### config.mk
export PLATFORM = sky130hd
export DESIGN_NAME = sp_ram_fifo_ctrl
export DESIGN_NICKNAME = d
export VERILOG_FILES = /design/src/rtl/sp_ram_fifo_pkg.sv /design/src/rtl/sp_ram_fifo_ctrl.sv
export SDC_FILE = /design/constraint.sdc
export NUM_CORES = 1
export LEC_CHECK = 0
export ABC_CLOCK_PERIOD_IN_PS = 3600
export BUFFER_PORTS_ARGS = -buffer_cell sky130_fd_sc_hd__buf_2
export CORE_ASPECT_RATIO = 1.1
export CORE_MARGIN = 5
export CORE_UTILIZATION = 51
export CTS_BUF_LIST = sky130_fd_sc_hd__clkbuf_8
export CTS_CLUSTER_DIAMETER = 30
export DETAILED_ROUTE_END_ITERATION = 8
export PLACE_DENSITY = 0.82
export SLEW_MARGIN = 20
export SYNTH_ARGS = -nofsm -noshare
export SYNTH_HDL_FRONTEND = slang
export SYNTH_SLANG_ARGS = --single-unit
### constraint.sdc
create_clock -name clock -period 3.6 [get_ports clock]
set_clock_uncertainty 0.2 [all_clocks]
set_input_delay 0.18 -clock clock [delete_from_list [all_inputs] [get_ports clock]]
set_output_delay 0.18 -clock clock [all_outputs]
set_load 0.02 [all_outputs]
### src/rtl/sp_ram_fifo_pkg.sv
// Shared types and helpers for the single-port-RAM FIFO controller.
package sp_ram_fifo_pkg;

  typedef enum logic {Read, Write} grant_e;

  // Pointer increment with natural wrap at 2**width.
  function automatic int unsigned ptr_inc(input int unsigned ptr, input int unsigned width);
    return (ptr + 1) % (32'd1 << width);
  endfunction

endpackage

### src/rtl/sp_ram_fifo_ctrl.sv
// Valid/ready FIFO built on one external single_port_ram; round-robin write/prefetch arbitration.
// Optional high-water mark: define SP_RAM_FIFO_PEAK_EN for peak_count/peak_clr.
module sp_ram_fifo_ctrl
  import sp_ram_fifo_pkg::*;
#(
  parameter int unsigned ADDR_WIDTH = 4,
  parameter int unsigned DATA_WIDTH = 8
) (
  input  logic                  clock,
  input  logic                  reset_n,
  input  logic                  wr_valid,
  input  logic [DATA_WIDTH-1:0] wr_data,
  output logic                  wr_ready,
  output logic                  rd_valid,
  output logic [DATA_WIDTH-1:0] rd_data,
  input  logic                  rd_ready,
`ifdef SP_RAM_FIFO_PEAK_EN
  input  logic                  peak_clr,
  output logic [ADDR_WIDTH:0]   peak_count,
`endif
  output logic [ADDR_WIDTH-1:0] ram_addr,
  output logic [DATA_WIDTH-1:0] ram_data,
  output logic                  ram_we,
  input  logic [DATA_WIDTH-1:0] ram_out,
  output logic [ADDR_WIDTH:0]   mem_count
);

  localparam int unsigned Depth = 2 ** ADDR_WIDTH;

  logic [ADDR_WIDTH-1:0] wr_ptr_q, rd_ptr_q;
  logic [ADDR_WIDTH:0]   count_q, count_d;
  logic                  rd_valid_q, inflight_q;
  logic [DATA_WIDTH-1:0] rd_data_q;
  grant_e                last_grant_q;

  logic full, empty, read_want, write_want, grant_rd, grant_wr, conflict;

  always_comb begin
    full       = (count_q == (ADDR_WIDTH + 1)'(Depth));
    empty      = (count_q == '0);
    // Only prefetch when the output register is guaranteed free on return.
    read_want  = !empty && !inflight_q && (!rd_valid_q || rd_ready);
    write_want = wr_valid && !full;
    conflict   = read_want && write_want;
    grant_rd   = read_want && !(write_want && last_grant_q == Read);
    grant_wr   = write_want && !grant_rd;
    wr_ready   = !full && !grant_rd;

    ram_we   = grant_wr;
    ram_addr = grant_wr ? wr_ptr_q : rd_ptr_q;
    ram_data = grant_wr ? wr_data : '0;

    count_d = count_q;
    if (grant_wr) begin
      count_d = count_q + 1'b1;
    end else if (grant_rd) begin
      count_d = count_q - 1'b1;
    end
  end

  always_ff @(posedge clock or negedge reset_n) begin
    if (!reset_n) begin
      wr_ptr_q     <= '0;
      rd_ptr_q     <= '0;
      count_q      <= '0;
      rd_valid_q   <= 1'b0;
      rd_data_q    <= '0;
      inflight_q   <= 1'b0;
      last_grant_q <= Read;
    end else begin
      count_q    <= count_d;
      inflight_q <= grant_rd;
      if (grant_wr) begin
        wr_ptr_q <= ADDR_WIDTH'(ptr_inc(32'(wr_ptr_q), ADDR_WIDTH));
      end
      if (grant_rd) begin
        rd_ptr_q <= ADDR_WIDTH'(ptr_inc(32'(rd_ptr_q), ADDR_WIDTH));
      end
      if (conflict) begin
        last_grant_q <= grant_rd ? Read : Write;
      end
      if (inflight_q) begin
        rd_data_q  <= ram_out;
        rd_valid_q <= 1'b1;
      end else if (rd_valid_q && rd_ready) begin
        rd_valid_q <= 1'b0;
      end
    end
  end

  assign rd_valid  = rd_valid_q;
  assign rd_data   = rd_data_q;
  assign mem_count = count_q;

`ifdef SP_RAM_FIFO_PEAK_EN
  logic [ADDR_WIDTH:0] peak_q;

  always_ff @(posedge clock or negedge reset_n) begin
    if (!reset_n) begin
      peak_q <= '0;
    end else if (peak_clr) begin
      peak_q <= '0;
    end else if (count_d > peak_q) begin
      peak_q <= count_d;
    end
  end

  assign peak_count = peak_q;
`endif

endmodule
==> metrics list <==
- The flow ran to the end, and the final reports show no timing, DRC or antenna violations.
* Sequential power share: about a third
* Vias per cell: between 5 and 6
- The total count of hold-check failures in the final report is 0.
- Timing would allow up to 332 MHz.
* Number of maximum-capacitance constraint violations: 0
- Worst slack, placed: slightly below 600 ps
* Count of different cell masters after synthesis: 29
* Half-perimeter wire length of the detailed placement result: between 2 and 2.5 mm
- Period Utilization, post-route: a little over four fifths
- Core Rows: 19
- VDD sags by at most 686 uV.
- The worst setup path is launched from a flip-flop.
- Total Routed Length: around 3 mm
- Ys Warns: 0
- After synthesis, the share of flip-flops with an asynchronous set or reset is 100%.
- Setup violations remaining at the end of the flow were counted as 0.
- Via count of the first global-routing pass: ~1100
* Total number of vias: 1059
- The floorplan step defined a die boundary enclosing ~3700 um2.
- Synthesized netlist net count: about 140
* CTS clock-pin slew for the worst setup and hold paths: ~80 ps
* Synthesized instance count: 113
- The share of total power dissipated in the clock network is between 10% and 20%.
* Syn_area_per_cell: around 12 um2
- At the end of the flow, the number of nets in the layout was 200.
- From synthesis to final layout, the design area changed by 33.2%.
- After floorplanning, the core was sized to cover around 2500 um2.
- The clock passes through at most 2 buffers.
- Of the cells placed in the final design, the portion with a size suffix greater than 1 is around half.
- The worst setup path is captured at a flip-flop.
* Number of slew-limit violations in the final report: 0
- The finished layout holds roughly 200 standard cells, fillers aside.
* Clock tree from TritonCTS: built
* Highest fanout seen on the critical path: 9
- Most used cells in the layout excluding fill and tap cells: sky130_fd_sc_hd__buf_2, sky130_fd_sc_hd__dfrtp_1, sky130_fd_sc_hd__mux2_2, sky130_fd_sc_hd__and2_2, sky130_fd_sc_hd__dlygate4sd3_1
* Time the worst path needs with I/O delays and setup: slightly above 3000 ps
- Entering global routing, the biggest net connects 25 pins.
- TritonRoute pass-1 iters: 4
* Clock insertion delay at the later pin of the skew report: about 260 ps
- In this run the number of H-tree levels came out at 1.
- Starting Density: approximately 53%
* Port bufs: 47
* Prevailing post-synth register cell: sky130_fd_sc_hd__dfrtp_1
- The tightest min-delay check is of the in -> reg type.
- Reported net switching power: 787 uW
* Combinational fraction of design power: a little under three fifths
* Post-DRT Antenna Nets: 0
* Most common library cell in the layout ignoring fill and taps: sky130_fd_sc_hd__buf_2
* Combined area of all synthesized cells: between 1000 and 1500 um2
* Min Hold Slack: 46.9 ps
- Switching fraction of total power: a little over two fifths
- Including well taps, the total number of placed cells is roughly 190.
- The initial antenna violation count was 0.
* Leakage component of the power: ~0.83 nW
- Summing the sequential cell areas from Yosys gives ~46% of the chip area.
* Root Buffer Master: sky130_fd_sc_hd__clkbuf_8
- 0 antenna diodes ended up in the layout.
- Least setup slack across all paths after layout: about 600 ps
- Routability-driven placement finished with a final weighted congestion of approximately 0.84.
- Counting flops and latches in the post-synthesis netlist gives 24.
- At the worst endpoint, the required time is between 3000 and 4000 ps.
* Internal power summed over all cells: approximately 1.0 mW
- The die is 58.3 um wide.
- Critical path class: reg -> reg
* Design Area, Final: 1750 um2
- Post-place instance area: ~1600 um2
- Boundary pin count: between 40 and 50
- At the worst endpoint, the arrival time is a little under 3000 ps.
- Height of the die: 63.2 um
- Fill cells in the final layout number ~170.
- Worst max-slew margin expressed relative to the limit: ~65%
- Dividing the detail-routed wire length by the instance count gives 15.1 um.
- Setup repair after global routing left no endpoint under its margin.
* Number of flops mapped to enable cells by yosys: 0
- Global-route wire length before repair: ~5.3 mm
- DRC Markers: 0
- Total GRT Usage: 18.6%
* Total gr overflow: 0
* Pwr per Cell Area: 1030 nW/um2
- Adding up every negative setup slack in the final design gives 0 ps.
* Transition time at the pin with the least slew margin: ~530 ps
- Number of sinks driven by the clock tree: 24
- For this block, the initial DRC count from the detailed router was 17.
- Clock buffer count from CTS: 3
## power by group through the flow
stage	Combinational (mW)	Clock [mW]	Sequential (mW)
4_1_cts	0.997	0.238	0.574
5_1_grt	1.08	0.251	0.606
3_3_place_gp	0.940	0	0.562
2_1_floorplan	0.634	0	0.639
3_5_place_dp	0.983	0	0.577
6_report	0.993	0.232	0.576
## critical path: stages, from the launching register on
cell and delay [ps]:
sky130_fd_sc_hd__dfrtp_1 480, sky130_fd_sc_hd__nor4_4 290, sky130_fd_sc_hd__buf_4 200, sky130_fd_sc_hd__nor3_2 90, sky130_fd_sc_hd__a221oi_4 250, sky130_fd_sc_hd__inv_1 150, sky130_fd_sc_hd__fa_1 480, sky130_fd_sc_hd__nand3_1 130
sky130_fd_sc_hd__nand2_1 110, sky130_fd_sc_hd__nand2_1 110, sky130_fd_sc_hd__o21ai_0 110, sky130_fd_sc_hd__a211o_1 300
## area by class of cell
cell class | instances | area (um2) | area share [%]
timing repair buffer | 58 | 340 | 19.5
clock inverter | 1 | 30.0 | 1.72
multi-input combinational | 83 | 681 | 39.0
inverter | 4 | 15.0 | 0.860
clock buffer | 3 | 41.3 | 2.36
sequential | 24 | 601 | 34.4
tap | 31 | 38.8 | 2.22
## final timing paths
check / depth (start not counted) / slack, ps / startpoint / end
setup / recovery: 11 / 580 / mem_count[0] / mem_count[4]
hold / removal: 3 / 50 / wr_valid / last_grant_q
setup reg to reg: 11 / 580 / mem_count[0] / mem_count[4]
hold reg to reg: 1 / 280 / rd_ptr_q[3] / rd_ptr_q[3]
max in group asynchronous: 2 / 2620 / reset_n / mem_count[0]
min in group asynchronous: 2 / 230 / reset_n / rd_data[6]
## cells by family after synthesis
family / count (synthesis) / share of synthesized area, %
adders and majority gates: 6 / 6.30
xor gates and xnor gates: 10 / 6.68
AOI/OAI and AO/OA: 18 / 10.4
muxes: 14 / 12.0
buffers and inverters: 6 / 2.29
DFF: 24 / 45.8
and+or+nand+nor: 35 / 16.5
## state kept, by name, indices dropped and copies added (netlist names)
name and cells:
rd_ptr_q 4, inflight_q 1, mem_count 5, rd_data 8, rd_valid 1, wr_ptr_q 4
last_grant_q 1
## per-stage QoR
step | util, % | power, mW
floorplan | - | 1.27
global placement | 64.1 | 1.50
detailed placement | 64.1 | 1.56
CTS | 70.6 | 1.81
global route | 70.6 | 1.94
finish | 70.6 | 1.80
## cell usage after synthesis (all sizes together), types with 2 or more instances
master	count	share of area, %
nand4	3	1.4
nor2	7	2.0
nor3	2	1.5
inv	4	1.1
xnor2	7	4.7
mux2	14	12
nand3	2	0.76
xor2	3	2.0
and2	9	5.2
dfrtp	24	46
ha	5	4.8
nand2	7	2.0
a21oi	5	1.9
o21ai	6	2.3
## layer usage
metal / vias up / routed length (um) / global-route usage, %
met3: 10 / 129 / 4.49
li1: 513 / - / -
met1: 505 / 1150 / 20.1
met2: 31 / 1690 / 32.7
met4: 0 / 99 / 9.57
met5: - / 0 / 0
## timing repair
action / CTS / global route
resized for setup: 0 / 0
buffers inserted: 0 / 0
hold buffers: 9 / 0
hold endpoints to repair: 32 / 0
endpoints found under the setup margin: 0 / 0
Note: power is estimated with default switching activity, not from simulation.
